===== src/rtl/multicycle_control.sv =====
`default_nettype none
// ============================================================================
//  Module      : multicycle_control
//  Description : Multi-cycle MIPS control FSM with memory ready handshake and
//                wait-state timeout. Define MC_CONTROL_JAL_EN to decode JAL.
//  Revision    : 1.0  initial release
// ============================================================================
module multicycle_control #(
    parameter int WAIT_MAX = 15,
    parameter int WAIT_W   = 4
) (
    input  logic       clk,
    input  logic       reset,
    input  logic [5:0] opcode,
    input  logic       mem_ready,
    output logic       PCWrite,
    output logic       PCWriteCond,
    output logic       IorD,
    output logic       MemRead,
    output logic       MemWrite,
    output logic       IRWrite,
    output logic       RegWrite,
    output logic       ALUSrcA,
    output logic       SignExtend,
    output logic [1:0] RegDst,
    output logic [1:0] MemtoReg,
    output logic [1:0] ALUSrcB,
    output logic [1:0] ALUOp,
    output logic [1:0] PCSource,
    output logic       instr_done,
    output logic       illegal_op,
    output logic       fault,
    output logic [3:0] state
);

    localparam logic [3:0] c_st_boot   = 4'd0;
    localparam logic [3:0] c_st_fetch  = 4'd1;
    localparam logic [3:0] c_st_decode = 4'd2;
    localparam logic [3:0] c_st_memadr = 4'd3;
    localparam logic [3:0] c_st_memrd  = 4'd4;
    localparam logic [3:0] c_st_memwb  = 4'd5;
    localparam logic [3:0] c_st_memwr  = 4'd6;
    localparam logic [3:0] c_st_rtype  = 4'd7;
    localparam logic [3:0] c_st_aluwb  = 4'd8;
    localparam logic [3:0] c_st_immex  = 4'd9;
    localparam logic [3:0] c_st_immwb  = 4'd10;
    localparam logic [3:0] c_st_branch = 4'd11;
    localparam logic [3:0] c_st_jump   = 4'd12;
    localparam logic [3:0] c_st_fault  = 4'd15;

    localparam logic [5:0] c_op_rformat = 6'd0;
    localparam logic [5:0] c_op_jal     = 6'd3;
    localparam logic [5:0] c_op_beq     = 6'd4;
    localparam logic [5:0] c_op_addi    = 6'd8;
    localparam logic [5:0] c_op_andi    = 6'd12;
    localparam logic [5:0] c_op_lw      = 6'd35;
    localparam logic [5:0] c_op_sw      = 6'd43;

    logic [3:0]        r_state;
    logic [3:0]        w_next;
    logic [5:0]        r_op;
    logic [WAIT_W-1:0] r_wait;
    logic              w_wait_st;
    logic              w_timeout;
    logic              w_legal;
    logic              w_andi;

    assign w_wait_st = (r_state == c_st_fetch) || (r_state == c_st_memrd) ||
                       (r_state == c_st_memwr);
    assign w_andi    = (r_op == c_op_andi);
    assign state     = r_state;

    generate
        if (WAIT_MAX == 0) begin : g_no_timeout
            assign w_timeout = 1'b0;
        end else begin : g_timeout
            assign w_timeout = w_wait_st && !mem_ready &&
                               (r_wait == WAIT_W'(WAIT_MAX));
        end
    endgenerate

    always_comb begin
        w_legal = 1'b0;
        case (opcode)
            c_op_rformat, c_op_beq, c_op_addi,
            c_op_andi, c_op_lw, c_op_sw:       w_legal = 1'b1;
`ifdef MC_CONTROL_JAL_EN
            c_op_jal:                          w_legal = 1'b1;
`endif
            default:                           w_legal = 1'b0;
        endcase
    end

    always_ff @(posedge clk or posedge reset) begin
        if (reset) begin
            r_state <= c_st_boot;
        end else begin
            r_state <= w_next;
        end
    end

    // Wait counter restarts on any state change and on every accepted transfer.
    always_ff @(posedge clk or posedge reset) begin
        if (reset) begin
            r_op   <= '0;
            r_wait <= '0;
        end else begin
            if (r_state == c_st_decode) begin
                r_op <= opcode;
            end
            if ((w_next != r_state) || mem_ready) begin
                r_wait <= '0;
            end else if (w_wait_st && (r_wait != '1)) begin
                r_wait <= r_wait + 1'b1;
            end
        end
    end

    always_comb begin
        w_next = r_state;
        case (r_state)
            c_st_boot:   w_next = c_st_fetch;
            c_st_fetch: begin
                if (mem_ready)      w_next = c_st_decode;
                else if (w_timeout) w_next = c_st_fault;
            end
            c_st_decode: begin
                case (opcode)
                    c_op_lw, c_op_sw:      w_next = c_st_memadr;
                    c_op_rformat:          w_next = c_st_rtype;
                    c_op_addi, c_op_andi:  w_next = c_st_immex;
                    c_op_beq:              w_next = c_st_branch;
`ifdef MC_CONTROL_JAL_EN
                    c_op_jal:              w_next = c_st_jump;
`endif
                    default:               w_next = c_st_fetch;
                endcase
            end
            c_st_memadr: w_next = (r_op == c_op_lw) ? c_st_memrd : c_st_memwr;
            c_st_memrd: begin
                if (mem_ready)      w_next = c_st_memwb;
                else if (w_timeout) w_next = c_st_fault;
            end
            c_st_memwr: begin
                if (mem_ready)      w_next = c_st_fetch;
                else if (w_timeout) w_next = c_st_fault;
            end
            c_st_rtype:  w_next = c_st_aluwb;
            c_st_immex:  w_next = c_st_immwb;
            c_st_memwb, c_st_aluwb, c_st_immwb,
            c_st_branch, c_st_jump:  w_next = c_st_fetch;
            c_st_fault:  w_next = c_st_fault;
            // Unused encodings are treated as corruption and trapped.
            default:     w_next = c_st_fault;
        endcase
    end

    always_comb begin
        PCWrite     = 1'b0;
        PCWriteCond = 1'b0;
        IorD        = 1'b0;
        MemRead     = 1'b0;
        MemWrite    = 1'b0;
        IRWrite     = 1'b0;
        RegWrite    = 1'b0;
        ALUSrcA     = 1'b0;
        SignExtend  = 1'b1;
        RegDst      = 2'b00;
        MemtoReg    = 2'b00;
        ALUSrcB     = 2'b00;
        ALUOp       = 2'b00;
        PCSource    = 2'b00;
        instr_done  = 1'b0;
        illegal_op  = 1'b0;
        fault       = 1'b0;
        case (r_state)
            c_st_fetch: begin
                MemRead = 1'b1;
                ALUSrcB = 2'b01;
                IRWrite = mem_ready;
                PCWrite = mem_ready;
            end
            c_st_decode: begin
                ALUSrcB    = 2'b11;
                illegal_op = !w_legal;
            end
            c_st_memadr: begin
                ALUSrcA = 1'b1;
                ALUSrcB = 2'b10;
            end
            c_st_memrd: begin
                MemRead = 1'b1;
                IorD    = 1'b1;
            end
            c_st_memwb: begin
                RegWrite   = 1'b1;
                MemtoReg   = 2'b01;
                instr_done = 1'b1;
            end
            c_st_memwr: begin
                MemWrite   = 1'b1;
                IorD       = 1'b1;
                instr_done = mem_ready;
            end
            c_st_rtype: begin
                ALUSrcA = 1'b1;
                ALUOp   = 2'b10;
            end
            c_st_aluwb: begin
                RegWrite   = 1'b1;
                RegDst     = 2'b01;
                instr_done = 1'b1;
            end
            c_st_immex, c_st_immwb: begin
                ALUSrcA    = 1'b1;
                ALUSrcB    = 2'b10;
                ALUOp      = w_andi ? 2'b11 : 2'b00;
                SignExtend = !w_andi;
                RegWrite   = (r_state == c_st_immwb);
                instr_done = (r_state == c_st_immwb);
            end
            c_st_branch: begin
                ALUSrcA     = 1'b1;
                ALUOp       = 2'b01;
                PCWriteCond = 1'b1;
                PCSource    = 2'b01;
                instr_done  = 1'b1;
            end
`ifdef MC_CONTROL_JAL_EN
            c_st_jump: begin
                PCWrite    = 1'b1;
                PCSource   = 2'b10;
                RegWrite   = 1'b1;
                RegDst     = 2'b10;
                MemtoReg   = 2'b10;
                instr_done = 1'b1;
            end
`endif
            c_st_fault:  fault = 1'b1;
            default: ;
        endcase
    end

endmodule
`default_nettype wire


===== config.mk =====
export PLATFORM = sky130hd
export DESIGN_NAME = multicycle_control
export DESIGN_NICKNAME = d
export VERILOG_FILES = /design/src/rtl/multicycle_control.sv
export SDC_FILE = /design/constraint.sdc
export NUM_CORES = 1
export LEC_CHECK = 0
export ABC_AREA = 0
export BUFFER_PORTS_ARGS = -buffer_cell sky130_fd_sc_hd__buf_4
export CORE_MARGIN = 1.5
export CORE_UTILIZATION = 50
export DETAILED_ROUTE_END_ITERATION = 16
export PLACE_DENSITY = 0.91
export SETUP_SLACK_MARGIN = 0.1
export SYNTH_ARGS = -nofsm -noshare
export SYNTH_HDL_FRONTEND = slang
export SYNTH_SLANG_ARGS = --single-unit

===== constraint.sdc =====
create_clock -name clk -period 2.3 [get_ports clk]
set_clock_uncertainty 0.1 [all_clocks]
set_input_delay 0.345 -clock clk [delete_from_list [all_inputs] [get_ports clk]]
set_output_delay 0.345 -clock clk [all_outputs]
set_load 0.005 [all_outputs]

==> out/summary.txt <==
run status: complete, but fails checks
failing checks: hold timing
clock-pin slew on the worst setup and hold paths: 90 ps
DRC Markers: 0
Area contributors post-synth: dfrtp_1 32%, nand2_1 11%, nor2_1 5.5%
clock tree sinks: 14
Die Y: 49.77 µm
Sum Neg Setup Slack: 0 ps
Peak VDD IR: 0.9489 mV
LEAKAGE: 0.7331 nW
Post-synth EDFFs: 0
share of layout cells above drive strength 1: 0.3681
Critical path buffers and inverters: 2
Post-Syn Instances: 144
Root Driver: clkbuf_4
Fin. Hold Viols: 7
Non-Filler Instances: 209
final wirelength: 3.552 mm
Tmin final: 2164 ps
pwr/cell area: 1260 nW/µm²
slowest stage delay, CP: 500 ps
Ys Warns: 0
Worst slew margin: 0.6388
CTS H-tree lvls: 1
drt via density: 6.019
final worst setup slack: 136.2 ps
CP arrival: 1720 ps
unrepaired setup endpoints after global routing: yes
worst endpoint required time: 1860 ps
Max Cap Viol: 0
GPL Wtd Cong: 0.9743
placed cells: 199
final instance area: 1504 µm²
Finished Core Util: 0.7513
Final Setup Violations: 0
number of nets in the layout: 193
TritonCTS clock tree: built
r2r startpoint: state[0]
largest area contributor in the netlist: dfrtp_1
cell family with most CP delay: flip-flops
sequential area share after synthesis: 0.3204
area of the mapped netlist: 1094 µm²
maximum operating frequency: 462.2 MHz
final worst-path cycle share: 0.9408
CP Launch Type: register
initial antenna violation count: 0
die area: 2477 µm²
worst hold slack: -11.20 ps
initial DRC count: 68
first-pass GRT wire length: 4.988 mm
asr flop ratio synth: 1.000
remaining global-route overflow: 0
CTS Buffer Depth: 2
routed len/inst: 17.00 µm
drt pass-1 iters: 7
Distinct cells, synth: 46
pre-CTS WS: 301.7 ps
r2r setup slk: 190 ps
Vias: 1258
share of Yosys cell area claimed by the top area cell type: 0.3204
worst r2r path cells: 6
Crit Path Class: register to output port
critical path's slowest cell: dfrtp_2
Min-Delay Path Class: input pin to async pin
pin count of the biggest net entering global routing: 18
Clock Latency Late Sink: 290 ps
Routed Antenna Nets: 0
Core Area: 2002 µm²
hpwl dp: 2.232 mm
io pins: 35
worst slew pin tran: 541.2 ps
Mapped Avg Cell Area: 7.594 µm²
CP cell instances: inv_4, nand2_2, a2111oi_4, nand4_1, o21ai_1, buf_4
Num CTS Buffers: 3
n_diodes: 0
Power, Total: 1.895 mW
Slew Viols, Final: 0
CP Capture Type: output port
placed cell area: 1350 µm²
total track usage: 0.2611
worst reg2reg endpoint: r_wait[0]
Die Width: 49.77 µm
top_reg_cell synth: dfrtp_1
# port buffers: 31
FF+latch count, synth: 14
Initial Util: 0.5463
Core Rows: 16
vias in the first global route: 1124
crit path max fanout: 7
P&R area growth vs syn: 37.53%
registers in the layout, indices dropped and copies added, names as in the netlist:
name and count:
r_op 6, r_wait 4, state 4
layout by cell type (no fill, tap or decap), types with 3 or more instances in the layout:
cell / netlist / routed
clkbuf_4: 0 / 3
o21ai_1: 1 / 3
nor3_1: 6 / 4
dfrtp_1: 14 / 11
inv_1: 3 / 3
a21oi_1: 3 / 3
o21ai_0: 10 / 8
buf_4: 7 / 45
nand2_1: 32 / 31
dfrtp_2: 0 / 3
conb_1: 1 / 3
nor2_1: 16 / 15
kinds of logic (layout without fill, tap and decap cells):
group / count (synthesis) / in the layout / synth area share
buffers and inverters: 19 / 55 / 0.09840
multiplexers: 2 / 2 / 0.01831
other: 1 / 3 / 0.003429
AO/OA/AOI/OAI: 27 / 27 / 0.1648
AND/OR/NAND/NOR: 76 / 76 / 0.3513
adder cells (fa/ha/maj): 1 / 1 / 0.01144
XOR/XNOR: 4 / 4 / 0.03204
flip-flops: 14 / 14 / 0.3204
worst max-delay path by stage:
stage | start | end | slack (ps) | depth (start not counted)
2_1_floorplan | state[3] | ALUOp[0] | 360 | 6
3_3_place_gp | state[3] | r_wait[2] | 420 | 6
3_5_place_dp | state[3] | r_wait[2] | 300 | 6
4_1_cts | state[0] | ALUOp[1] | 110 | 6
5_1_grt | state[0] | ALUOp[1] | 40 | 6
6_report | state[0] | ALUOp[1] | 140 | 6
power by group:
part | switching (mW) | internal, mW | leakage [nW] | total [mW]
logic | 0.639 | 0.601 | 0.537 | 1.24
registers | 0.133 | 0.340 | 0.175 | 0.473
clock network | 0.0854 | 0.0965 | 0.0210 | 0.182
total | 0.857 | 1.04 | 0.733 | 1.90
per-layer routing:
metal | track usage | vias to the layer above | share of wire
li1 | - | 569 | -
met1 | 0.3288 | 594 | 0.37
met2 | 0.4356 | 78 | 0.51
met3 | 0.04545 | 17 | 0.078
met4 | 0.1157 | 0 | 0.043
met5 | 0 | - | 0
worst register-to-register path: stages, from the launching register on:
cell	delay (ps)
dfrtp_2	500
or4b_4	550
buf_4	170
nor3_4	190
nor4_1	90
o2111ai_2	290
nor2_1	90
synthesized netlist by cell type (3+ instances only):
library cell and instances:
buf_4 7, inv_1 3, nand2_1 32, a21oi_1 3
dfrtp_1 14, nor2_1 16, o21ai_0 10, nor3_1 6
clkbuf_1 5
timing repair:
action	4_1_cts	5_1_grt
buffers inserted	0	6
endpoints found under the setup margin	5	6
gates resized for setup	4	15
hold buffers	0	0
hold endpoints to repair	0	0
pin swaps	0	2
final cells by class:
type	instances	area, µm²
repair buffers	47	360.3
flip-flops and latches	14	354.1
multi-input cells	113	701.9
well taps	27	33.78
inverters	4	17.52
fillers	147	498.0
clock buffers	4	36.28
Note: power is estimated with default switching activity, not from simulation.
